[config.mk]
export PLATFORM = sky130hd
export DESIGN_NAME = clint_responder
export DESIGN_NICKNAME = d
export VERILOG_FILES = /design/src/rtl/clint_responder_pkg.sv /design/src/rtl/clint_rtc_tick.sv /design/src/rtl/clint_responder.sv
export SDC_FILE = /design/constraint.sdc
export NUM_CORES = 1
export LEC_CHECK = 0
export BUFFER_PORTS_ARGS = -buffer_cell sky130_fd_sc_hd__buf_2
export CORE_MARGIN = 1
export CORE_UTILIZATION = 57
export DETAILED_ROUTE_END_ITERATION = 10
export PLACE_DENSITY = 0.86
export SETUP_SLACK_MARGIN = 0.05
export SLEW_MARGIN = 20
export SYNTH_ARGS = -nofsm -noshare
export SYNTH_HDL_FRONTEND = slang
export SYNTH_SLANG_ARGS = --single-unit
export TNS_END_PERCENT = 100
[constraint.sdc]
create_clock -name clock -period 2.7 [get_ports clock]
set_input_delay 0.135 -clock clock [delete_from_list [all_inputs] [get_ports clock]]
set_output_delay 0.135 -clock clock [all_outputs]
set_load 0.01 [all_outputs]
[src/rtl/clint_responder_pkg.sv]
// Shared constants, FSM state type and byte-strobe helper for the CLINT responder.
package clint_responder_pkg;

  // System configuration defaults
  localparam logic [31:0] clint_base_addr = 32'h0200_0000;
  localparam int unsigned clk_divider_rtc = 4;

  // Register offsets within the CLINT window (bits [15:0] of addr - base)
  localparam logic [15:0] CLINT_MSIP        = 16'h0000;
  localparam logic [15:0] CLINT_MTIMECMP_LO = 16'h4000;
  localparam logic [15:0] CLINT_MTIMECMP_HI = 16'h4004;
  localparam logic [15:0] CLINT_MTIME_LO    = 16'hBFF8;
  localparam logic [15:0] CLINT_MTIME_HI    = 16'hBFFC;

  // mtimecmp resets to all ones so no timer interrupt is pending out of reset
  localparam logic [63:0] MtimecmpRst = 64'hFFFF_FFFF_FFFF_FFFF;

  typedef enum logic {StIdle, StResp} clint_state_e;

  // Replace the bytes of old selected by wstrb with the matching bytes of wdata
  function automatic logic [31:0] apply_wstrb(input logic [31:0] old_val,
                                              input logic [31:0] wdata,
                                              input logic [3:0]  wstrb);
    logic [31:0] res;
    res = old_val;
    for (int i = 0; i < 4; i++) begin
      if (wstrb[i]) res[8*i +: 8] = wdata[8*i +: 8];
    end
    return res;
  endfunction

endpackage

[src/rtl/clint_rtc_tick.sv]
// RTC tick generator: one-cycle tick every 2*(RTC_DIV+1) core clocks.
module clint_rtc_tick
  import clint_responder_pkg::*;
#(
  parameter int unsigned RTC_DIV = clk_divider_rtc
) (
  input  logic clock,
  input  logic reset,
  output logic tick
);

  localparam int unsigned CntW = (RTC_DIV > 0) ? $clog2(RTC_DIV + 1) : 1;
  localparam logic [CntW-1:0] CntMax = CntW'(RTC_DIV);

  logic [CntW-1:0] cnt_q;
  logic            phase_q;

  // Count 0..RTC_DIV, toggling the phase bit on each wrap
  always_ff @(posedge clock) begin
    if (reset) begin
      cnt_q   <= '0;
      phase_q <= 1'b0;
    end else if (cnt_q == CntMax) begin
      cnt_q   <= '0;
      phase_q <= ~phase_q;
    end else begin
      cnt_q <= cnt_q + CntW'(1);
    end
  end

  // High in the cycle whose closing edge takes the phase from 1 to 0
  assign tick = phase_q && (cnt_q == CntMax);

endmodule

[src/rtl/clint_responder.sv]
// CLINT responder: msip, mtimecmp and mtime registers behind a valid/ready bus.
module clint_responder
  import clint_responder_pkg::*;
#(
  parameter logic [31:0] CLINT_BASE = clint_base_addr,
  parameter int unsigned RTC_DIV    = clk_divider_rtc
) (
  input  logic        clock,
  input  logic        reset,
  input  logic        clint_valid,
  input  logic        clint_instr,
  input  logic [31:0] clint_addr,
  input  logic [31:0] clint_wdata,
  input  logic [3:0]  clint_wstrb,
  output logic [31:0] clint_rdata,
  output logic        clint_ready,
  output logic        clint_msip,
  output logic        clint_mtip,
  output logic [63:0] clint_mtime
);

  clint_state_e state_q;
  logic [31:0]  rdata_q;
  logic         ready_q;
  logic         msip_q;
  logic         mtip_q;
  logic [63:0]  mtime_q;
  logic [63:0]  mtime_d;
  logic [63:0]  mtimecmp_q;

  logic         tick;
  logic [31:0]  offset;
  logic [15:0]  reg_off;
  logic         access;
  logic         is_write;
  logic [31:0]  rd_data;
  logic         unused_bits;

  clint_rtc_tick #(
    .RTC_DIV(RTC_DIV)
  ) u_rtc_tick (
    .clock(clock),
    .reset(reset),
    .tick (tick)
  );

  assign offset   = clint_addr - CLINT_BASE;
  assign reg_off  = offset[15:0];
  // Requests are only accepted in IDLE, so a held valid cannot re-trigger during RESP
  assign access   = (state_q == StIdle) && clint_valid;
  assign is_write = |clint_wstrb;
  // Fetches are served like data reads; upper offset bits are not decoded
  assign unused_bits = ^{clint_instr, offset[31:16]};

  // Read mux; mtime is returned as it stands before any same-cycle tick
  always_comb begin
    rd_data = '0;
    case (reg_off)
      CLINT_MSIP:        rd_data = {31'b0, msip_q};
      CLINT_MTIMECMP_LO: rd_data = mtimecmp_q[31:0];
      CLINT_MTIMECMP_HI: rd_data = mtimecmp_q[63:32];
      CLINT_MTIME_LO:    rd_data = mtime_q[31:0];
      CLINT_MTIME_HI:    rd_data = mtime_q[63:32];
      default:           rd_data = '0;
    endcase
  end

  // mtime next state: a software write to either half overrides the tick entirely
  always_comb begin
    mtime_d = mtime_q;
    if (tick) mtime_d = mtime_q + 64'd1;
    if (access && is_write) begin
      if (reg_off == CLINT_MTIME_LO) begin
        mtime_d = {mtime_q[63:32], apply_wstrb(mtime_q[31:0], clint_wdata, clint_wstrb)};
      end else if (reg_off == CLINT_MTIME_HI) begin
        mtime_d = {apply_wstrb(mtime_q[63:32], clint_wdata, clint_wstrb), mtime_q[31:0]};
      end
    end
  end

  // Architectural registers and registered timer compare
  always_ff @(posedge clock) begin
    if (reset) begin
      msip_q     <= 1'b0;
      mtimecmp_q <= MtimecmpRst;
      mtime_q    <= '0;
      mtip_q     <= 1'b0;
    end else begin
      mtime_q <= mtime_d;
      mtip_q  <= (mtime_q >= mtimecmp_q);
      if (access && is_write) begin
        case (reg_off)
          CLINT_MSIP: begin
            if (clint_wstrb[0]) msip_q <= clint_wdata[0];
          end
          CLINT_MTIMECMP_LO: begin
            mtimecmp_q[31:0] <= apply_wstrb(mtimecmp_q[31:0], clint_wdata, clint_wstrb);
          end
          CLINT_MTIMECMP_HI: begin
            mtimecmp_q[63:32] <= apply_wstrb(mtimecmp_q[63:32], clint_wdata, clint_wstrb);
          end
          default: ;
        endcase
      end
    end
  end

  // Bus FSM: accept in IDLE, answer with a one-cycle ready pulse in RESP
  always_ff @(posedge clock) begin
    if (reset) begin
      state_q <= StIdle;
      ready_q <= 1'b0;
      rdata_q <= '0;
    end else begin
      case (state_q)
        StIdle: begin
          if (clint_valid) begin
            state_q <= StResp;
            ready_q <= 1'b1;
            rdata_q <= rd_data;
          end
        end
        StResp: begin
          state_q <= StIdle;
          ready_q <= 1'b0;
        end
        default: begin
          state_q <= StIdle;
          ready_q <= 1'b0;
        end
      endcase
    end
  end

  assign clint_rdata = rdata_q;
  assign clint_ready = ready_q;
  assign clint_msip  = msip_q;
  assign clint_mtip  = mtip_q;
  assign clint_mtime = mtime_q;

endmodule

==> flow_summary.toml, run 1 <==
[run_status]
status = "finished clean"

[grt]
grt_pass1_wl_microns = 54700
grt_pass1_vias = 10700
antenna_found_initial = 1
grt_max_degree = 54
track_usage_pct = 38.3
gr-total-overflow = 0

[setup_path]
worst_ep_required_time_ns = 3.07
arrival_ns = 2.92
reg2reg_slack_ns = 0.15
crit_path_cell_trace = "inv_1 -> ha_1 -> nand4_1 -> or4_1 -> nor4_1 -> o31ai_1 -> o21ai_0"
r2r_start = "mtimecmp_q[61]$_SDFFE_PP1P_"
cpMaxStageDelayCell = "or4_1"
r2r_cells = 7
rr_endpoint = "clint_mtip$_SDFF_PP0_"
cp_top_family = "simple AND/OR/NAND/NOR gates"
crit_cells = 7
end_kind = "register"
critPathLaunchType = "register"
cp_max_fo = 3
worst-setup-path-type = "register to register"
slowest_delay_ns = 0.69
worst-path-buf-inv = 1

[yosys]
syn-instance-count = 1250
ys_ff_latch = 168
ys.flop_type = "dfxtp_1"
synth_cell_types = 68
yosysWarnings = 0
synthArstFlopShare_pct = 0
synth_edf_count = 0
syn_avg_cell_area_sq_um = 8.11
synth_nets = 1389
yosysSeqAreaShare_pct = 33.2
netlist_area_sq_um = 10100

[cts]
clk_pin_slew_ns = 0.07
cts.sinks = 168
cts_tree = "built"
cts_inserted_buffers = 17
insertion_delay_ns = 0.45
post_cts.repair.setup_buffers = 0
htree_levels = 4
cts_root_buffer = "clkbuf_16"
clockBufferDepth = 2

[pwr]
ir_drop_v = 0.000449
power_density_nw_per_um2 = 420
p_leak_nw = 5.82

[placed_design]
dpl.hpwl_microns = 24500
gp_congestion = 0.960
portBuffers = 153

[sta]
fin_crit_sh_pct = 94.4
tightest_slew_ns = 0.717
slew_viol_final = 0
slew_headroom_pct = 52.0
tns_ns = 0
fin_worst_skew_ns = 0.0100
fmax_ghz = 0.392
hold_viol_final = 0
rsz0062_at_grt = "false"
min_period_ns = 2.55
timing.hold.ws_ns = 0.00371
setup_viol = 0

[floorplanning]
start_util_pct = 58.4
die_w_microns = 135
io_pins = 171
fp.coreArea_sq_um = 17400
rows = 48
dieArea_sq_um = 18300
die_y_microns = 135

[worst_hold_path]
hold-path-cell-count = 3
hp-start = "clint_wdata[6]"
min_to = "clint_mtime[6]$_SDFFE_PP0P_"
hold_class = "input pin to register"

[cells_and_area]
syn_to_final_growth_pct = 21.1
num_antenna_cells = 0
layout.nets = 1582
drive_above_1_share_pct = 20.8
final_common_cell = "dfxtp_1"
fin_util_pct = 70.7
mostFrequentLayoutCells = "dfxtp_1, buf_2, nor2_1"

[route]
vias = 11300
ant_nets = 0
totalWireLength_microns = 34700
drt-pass1-iter-count = 8
drt_iter0_markers = 1775
drc = 0
avgViaCountPerCell = 6.74
wire_per_inst_microns = 20.7

[job]
maxCapViolations = 0
[worst min-delay path, stage by stage]
cell and delay [ns]:
buf_2 0.14, nand2_1 0.07, a21oi_1 0.06
[Yosys cell counts, drive strengths merged (7+ instances only)]
library cell / instances / share of area (%)
and3: 31 / 1.9
a211oi: 27 / 2.0
nor3: 28 / 1.5
a31oi: 15 / 0.93
nor4: 21 / 1.4
clkbuf: 69 / 2.6
nand3: 37 / 1.8
mux2: 8 / 0.89
dfxtp: 168 / 33
buf: 16 / 0.75
and2: 8 / 0.49
a221o: 32 / 3.2
a21o: 13 / 0.96
o21ai: 40 / 2.0
inv: 73 / 2.7
a22oi: 33 / 2.4
a311oi: 12 / 1.0
and4: 18 / 1.6
a21oi: 64 / 3.2
o22ai: 7 / 0.43
nor2: 123 / 4.6
mux2i: 50 / 4.9
xor2: 9 / 0.78
nand2: 116 / 4.3
o211ai: 57 / 4.2
ha: 67 / 8.3
nand4: 34 / 2.1
[what timing repair did]
action | in CTS | in global routing
hold endpoints to repair | 20 | 0
resized for setup | 0 | 1
endpoints found under the setup margin | 0 | 1
hold buffers | 14 | 0
[per-stage QoR]
step                power [W]  setup slack [ns]  cells  instance area, sq um
floorplan             0.00268             0.363   1250                 10100
global placement      0.00281             0.258   1635                 11600
detailed placement    0.00282             0.250   1635                 11600
CTS                   0.00512             0.245   1681                 12300
global route          0.00526            0.0753   1681                 12300
finish                0.00515             0.150   1681                 12300
[flip-flops by register name, indices dropped and copies added (netlist names)]
register,flops
clint_rdata,32
u_rtc_tick.cnt_q,3
state_q,1
u_rtc_tick.phase_q,1
mtimecmp_q,64
clint_mtime,64
clint_ready,1
clint_msip,1
clint_mtip,1
[area by class of cell]
type                       count  area (sq um)
multi-input combinational    923          6190
fill                        1300          5080
sequential                   168          3360
timing repair buffer         259          1610
clock buffer                  20           467
tap                          225           282
inverter                      74           278
clock inverter                12          93.8
[worst max-delay path by stage]
stage	startpoint	slack, ns	end
finish	mtimecmp_q[61]$_SDFFE_PP1P_	0.15	clint_mtip$_SDFF_PP0_
CTS	clint_mtime[0]$_SDFFE_PP0P_	0.24	clint_mtip$_SDFF_PP0_
detailed placement	clint_mtime[0]$_SDFFE_PP0P_	0.25	clint_mtip$_SDFF_PP0_
floorplan	clint_mtime[36]$_SDFFE_PP0P_	0.36	clint_mtime[59]$_SDFFE_PP0P_
global route	u_rtc_tick.cnt_q[0]$_SDFF_PP0_	0.08	clint_mtime[15]$_SDFFE_PP0P_
global placement	clint_mtime[0]$_SDFFE_PP0P_	0.26	clint_mtip$_SDFF_PP0_
[power by group]
part | switching, W | internal (W) | leakage, nW
clock network | 0.00111 | 0.00126 | 0.257
registers | 0.00000482 | 0.00248 | 1.36
logic | 0.000203 | 0.0000974 | 4.21
[layer usage]
layer	GRT usage (%)	share of wire (%)
met1	47.2	38
met2	59.2	44
met3	9.80	12
met4	24.7	6.1
met5	0	0.012
[kinds of logic after synthesis]
kind of cell             Yosys count  share of synthesized area (%)
AND/OR/NAND/NOR                  442                           21.5
AO/OA/AOI/OAI                    343                           24.0
flip-flops                       168                           33.2
buffers and inverters            159                           6.06
adder cells (fa/ha/maj)           67                           8.27
multiplexers                      58                           5.82
XOR/XNOR                          13                           1.12
(Power assumes the default switching activity.)
==> run 2, diff against run 1 <==
--- a/config.mk
+++ b/config.mk
@@ -9,7 +9,7 @@
 export CORE_MARGIN = 1
 export CORE_UTILIZATION = 57
 export DETAILED_ROUTE_END_ITERATION = 10
-export PLACE_DENSITY = 0.86
+export PLACE_DENSITY_LB_ADDON = 0.25
 export SETUP_SLACK_MARGIN = 0.05
 export SLEW_MARGIN = 20
 export SYNTH_ARGS = -nofsm -noshare
==> flow_summary.toml, run 2 (synthesis results as in run 1) <==
[run_status]
status = "finished clean"

[cells_and_area]
layout.nets = 1581
finalNonFillerCells = 1680
final_common_cell = "dfxtp_1"
mostFrequentLayoutCells = "dfxtp_1, buf_2, nor2_1"
syn_to_final_growth_pct = 21.3
drive_above_1_share_pct = 20.4
nFillCells = 1389
num_antenna_cells = 0

[sta]
tightest_slew_ns = 0.784
tns_ns = 0
hold_viol_final = 0
fin_crit_sh_pct = 91.5
slew_headroom_pct = 46.4
slew_viol_final = 0
rsz0062_at_grt = "false"
setup_viol = 0
min_period_ns = 2.47
fin_worst_skew_ns = 0.00912
fmax_ghz = 0.405

[grt]
antenna_found_initial = 0
gr-total-overflow = 0
grt_pass1_wl_microns = 54200
grt_pass1_vias = 10200
track_usage_pct = 37.8
grt_max_degree = 54

[setup_path]
slowest_delay_ns = 0.60
worst_ep_required_time_ns = 2.99
rr_endpoint = "clint_mtip$_SDFF_PP0_"
r2r_cells = 8
end_kind = "register"
reg2reg_slack_ns = 0.23
cpMaxStageDelayCell = "a2111oi_0"
cp_max_fo = 2
arrival_ns = 2.77
crit_path_cell_trace = "inv_1 -> ha_1 -> nand2b_1 -> a2111oi_0 -> nor4b_1 -> o41a_1 -> o31ai_1 -> o21ai_0"
worst-setup-path-type = "register to register"
critPathLaunchType = "register"
r2r_start = "clint_mtime[0]$_SDFFE_PP0P_"

[placed_design]
dpl.hpwl_microns = 24600
dp.cells = 1631
gp_congestion = 0.985
portBuffers = 153

[route]
drt_iter0_markers = 1124
drt-pass1-iter-count = 5
vias = 11000
wire_per_inst_microns = 20.4
drc = 0
ant_nets = 0
avgViaCountPerCell = 6.54
totalWireLength_microns = 34200

[cts]
htree_levels = 4
clockBufferDepth = 2
cts_root_buffer = "clkbuf_16"
cts_tree = "built"
clk_pin_slew_ns = 0.07
cts_inserted_buffers = 17
insertion_delay_ns = 0.43
cts.sinks = 168

[floorplanning]
io_pins = 171
fp.coreArea_sq_um = 17400
start_util_pct = 58.4
dieArea_sq_um = 18300
die_w_microns = 135
rows = 48
die_y_microns = 135

[worst_hold_path]
min_to = "mtimecmp_q[12]$_SDFFE_PP1P_"
hp-start = "clint_wdata[12]"
hold-path-cell-count = 3
hold_class = "input pin to register"

[pwr]
p_leak_nw = 5.83
power_density_nw_per_um2 = 426
ir_drop_v = 0.000447

[job]
maxCapViolations = 0
## run 2: worst max-delay path by stage
stage / from / endpoint
after global placement: clint_mtime[0]$_SDFFE_PP0P_ / clint_mtip$_SDFF_PP0_
after global routing: clint_mtime[11]$_SDFFE_PP0P_ / clint_mtime[28]$_SDFFE_PP0P_
after detailed placement: clint_mtime[0]$_SDFFE_PP0P_ / clint_mtip$_SDFF_PP0_
after floorplan: clint_mtime[36]$_SDFFE_PP0P_ / clint_mtime[59]$_SDFFE_PP0P_
after CTS: u_rtc_tick.cnt_q[0]$_SDFF_PP0_ / clint_mtime[13]$_SDFFE_PP0P_
final: clint_mtime[0]$_SDFFE_PP0P_ / clint_mtip$_SDFF_PP0_
## run 2: cell type report
type,count,area [sq um],share of cell area [%]
clock buffer,21,450,3.66
timing repair buffer,258,1610,13.1
multi-input combinational,923,6190,50.3
sequential,168,3360,27.4
inverter,74,278,2.26
tap,225,282,2.29
clock inverter,11,124,1.01
## run 2: per-layer routing
metal	routed length, microns	global-route usage, %	share of wire (%)	up-vias
met3	3280	6.88	9.6	100
met2	15500	60.1	45	648
li1	-	-	-	5047
met5	0	0	0	-
met4	1160	15.5	3.4	0
met1	14300	50.4	42	5196
## run 2: power by group
part / total, W / switching, W / internal [W]
combinational: 0.000302 / 0.000201 / 0.000101
clock: 0.00244 / 0.00105 / 0.00139
sequential: 0.00249 / 0.00000471 / 0.00248
## run 2: critical path, delay by kind of cell, from the launching register on
kind                     cells  cell delay, ns
flip-flops                   1            0.33
buffers and inverters        1            0.06
adder cells (fa/ha/maj)      1            0.28
AO/OA/AOI/OAI                4            1.35
AND/OR/NAND/NOR              2            0.32
## run 2: timing repair
| item | CTS | global route |
|---|---|---|
| setup endpoints to repair | 0 | 2 |
| hold endpoints to repair | 25 | 0 |
| buffers inserted | 0 | 0 |
| hold buffers | 17 | 0 |
| resized for setup | 0 | 1 |
## run 2: metrics by stage
step                hold slack [ns]  instance area, sq um  setup WS (ns)  utilization (%)  power [W]
floorplan                     0.253                 10100          0.363                -    0.00268
global placement              0.406                 11500          0.310             66.5    0.00282
detailed placement            0.412                 11500          0.263             66.5    0.00282
CTS                        0.000230                 12300          0.247             70.8    0.00522
global route                 0.0226                 12300         0.0650             70.8    0.00535
finish                       0.0123                 12300          0.229             70.8    0.00523
==> run 3, diff against run 2 <==
--- a/config.mk
+++ b/config.mk
@@ -5,9 +5,10 @@
 export SDC_FILE = /design/constraint.sdc
 export NUM_CORES = 1
 export LEC_CHECK = 0
+export ABC_AREA = 1
 export BUFFER_PORTS_ARGS = -buffer_cell sky130_fd_sc_hd__buf_2
 export CORE_MARGIN = 1
-export CORE_UTILIZATION = 57
+export CORE_UTILIZATION = 59
 export DETAILED_ROUTE_END_ITERATION = 10
 export PLACE_DENSITY_LB_ADDON = 0.25
 export SETUP_SLACK_MARGIN = 0.05
==> flow_summary.toml, run 3 <==
[sta]
slew_headroom_pct = 27.4
rsz0062_at_grt = "false"
hold_viol_final = 1
timing.hold.ws_ns = -0.00554
fin_crit_sh_pct = 92.6
tns_ns = 0
tightest_slew_ns = 1.09
setup_viol = 0
min_period_ns = 2.50
fin_worst_skew_ns = 0.0138
slew_viol_final = 0
fmax_ghz = 0.400

[yosys]
syn_avg_cell_area_sq_um = 6.20
ys_ff_latch = 168
synthArstFlopShare_pct = 0
netlist_top_cells_count = "nand2_1, inv_1, nor2_1"
syn-instance-count = 1869
yosysWarnings = 0
synth_most_common_cell = "nand2_1"
yosysTopAreaCell = "dfxtp_1"
netlist_area_sq_um = 11600
synth_cell_types = 36
yosysSeqAreaShare_pct = 29.0
synth_edf_count = 0
ys.flop_type = "dfxtp_1"
synth_nets = 2008
yosysTopAreaCellShare_pct = 29.0
synthTopCellsByArea = "dfxtp_1, nand2_1, inv_1, ha_1, a21oi_1"

[setup_path]
cpMaxStageDelayCell = "nor3_1"
cp_top_family = "simple AND/OR/NAND/NOR gates"
end_kind = "register"
r2r_start = "u_rtc_tick.cnt_q[0]$_SDFF_PP0_"
worst-path-buf-inv = 4
cp_max_fo = 13
cp_common_cell = "inv_1"
crit_path_cell_trace = "inv_1 -> ha_1 -> nand2_1 -> nor2_4 -> inv_1 -> nor3_1 -> buf_4 -> xor2_1 -> nand2_1 -> o21ai_0 -> o21ai_0 -> inv_1"
critPathLaunchType = "register"
r2r_cells = 12
reg2reg_slack_ns = 0.20
worst-setup-path-type = "register to register"
slowest_delay_ns = 0.45
worst_ep_required_time_ns = 3.04
arrival_ns = 2.84
rr_endpoint = "clint_mtime[13]$_SDFFE_PP0P_"

[cells_and_area]
final_common_cell = "nand2_1"
design_area_sq_um = 13600
fin_util_pct = 71.9
mostFrequentLayoutCells = "nand2_1, inv_1, nor2_1"
drive_above_1_share_pct = 13.6
syn_to_final_growth_pct = 17.6
layout.nets = 2192

[cts]
insertion_delay_ns = 0.46
htree_levels = 4
clockBufferDepth = 2
cts_inserted_buffers = 17
cts.sinks = 168
cts_root_buffer = "clkbuf_16"
post_cts.repair.setup_buffers = 0
cts_tree = "built"
clk_pin_slew_ns = 0.08

[route]
avgViaCountPerCell = 6.24
drc = 0
vias = 14500
ant_nets = 0
drt-pass1-iter-count = 6
wire_per_inst_microns = 21.7
totalWireLength_microns = 50600
drt_iter0_markers = 2152

[job]
maxCapViolations = 0

[grt]
track_usage_pct = 50.5
gr-total-overflow = 0
grt_pass1_vias = 13200
grt_max_degree = 86
grt_pass1_wl_microns = 75500
antenna_found_initial = 1

[run_status]
status = "complete, but fails checks"
failed_checks = "hold timing"

[worst_hold_path]
min_to = "clint_mtime[11]$_SDFFE_PP0P_"
hp-start = "clint_wdata[11]"
hold-path-cell-count = 5
hold_class = "input pin to register"

[floorplanning]
die_w_microns = 142
io_pins = 171
start_util_pct = 61.1
dieArea_sq_um = 20200
fp.coreArea_sq_um = 19000
die_y_microns = 142
rows = 50

[pwr]
p_leak_nw = 7.17
ir_drop_v = 0.000423
p_total_w = 0.00536
power_density_nw_per_um2 = 393

[placed_design]
gp_congestion = 1.06
portBuffers = 153
dpl.hpwl_microns = 36900
postPlaceCellArea_sq_um = 13000
==> run 3: changes by cell type after synthesis, moves of 45 or more <==
cell,previous run,this run
o22ai_1,7,52
o21ai_0,40,130
a21oi_1,64,138
nand2_1,115,487
mux2i_1,50,0
nor2_1,122,179
nand3_1,37,127
inv_1,73,281
==> run 3: cell families (layout without fill, tap and decap cells) <==
group	after synthesis	in the layout	share of synthesized area (%)
compound gates	404	404	20.0
xor+xnor	20	20	1.51
fa+ha+maj	67	67	7.24
buf+inv	349	546	11.6
flops	168	168	29.0
other cells	0	1	0
simple gates	861	861	30.7
==> run 3: repair_timing <==
item	4_1_cts	5_1_grt
hold endpoints to repair	5	0
setup endpoints to repair	0	1
hold buffers	5	0
gates resized for setup	0	2
==> run 3: stage by stage <==
step	worst slack [ns]	instances
final	0.201	2327
after detailed placement	0.326	2289
after global routing	0.0984	2326
after floorplan	0.819	1869
after global placement	0.396	2289
after CTS	0.305	2326
==> run 3: worst reg2reg max path, cell delays in order, from the launching register on <==
cell and delay [ns]:
dfxtp_1 0.33, inv_1 0.06, ha_1 0.15, nand2_1 0.11
nor2_4 0.21, inv_1 0.31, nor3_1 0.46, buf_4 0.21
xor2_1 0.07, nand2_1 0.08, o21ai_0 0.15, o21ai_0 0.20
inv_1 0.05
==> run 3: cell type report <==
cell class | instances | area [sq um]
inverters | 287 | 1080
clock inverters | 13 | 148
repair buffers | 227 | 1360
clock buffers | 19 | 443
well taps | 260 | 325
fillers | 1641 | 5330
multi-input cells | 1352 | 6910
diodes | 1 | 2.50
flip-flops and latches | 168 | 3360
==> run 3: power breakdown <==
| group | switching, W | internal [W] |
|---|---|---|
| Combinational | 0.000213 | 0.0000799 |
| Sequential | 0.00000542 | 0.00248 |
| Clock | 0.00123 | 0.00134 |
| Total | 0.00145 | 0.00391 |
==> run 3: worst max path at each step <==
stage / cells after the start / startpoint / slack (ns) / end
detailed placement: 13 / clint_addr[14] / 0.33 / clint_mtime[35]$_SDFFE_PP0P_
global route: 11 / clint_mtime[9]$_SDFFE_PP0P_ / 0.1 / clint_mtime[48]$_SDFFE_PP0P_
finish: 12 / u_rtc_tick.cnt_q[0]$_SDFF_PP0_ / 0.20 / clint_mtime[13]$_SDFFE_PP0P_
CTS: 12 / u_rtc_tick.cnt_q[0]$_SDFF_PP0_ / 0.31 / clint_mtime[13]$_SDFFE_PP0P_
floorplan: 12 / clint_mtime[1]$_SDFFE_PP0P_ / 0.82 / clint_mtime[46]$_SDFFE_PP0P_
global placement: 12 / state_q$_SDFF_PP0_ / 0.40 / clint_mtime[35]$_SDFFE_PP0P_
==> run 3: layer usage <==
layer / global-route usage (%) / vias to the layer above / part of all wire (%)
li1: - / 6503 / -
met1: 62.2 / 6477 / 36
met2: 78.6 / 1256 / 43
met3: 16.9 / 291 / 15
met4: 25.2 / 0 / 5.9
met5: 0 / - / 0
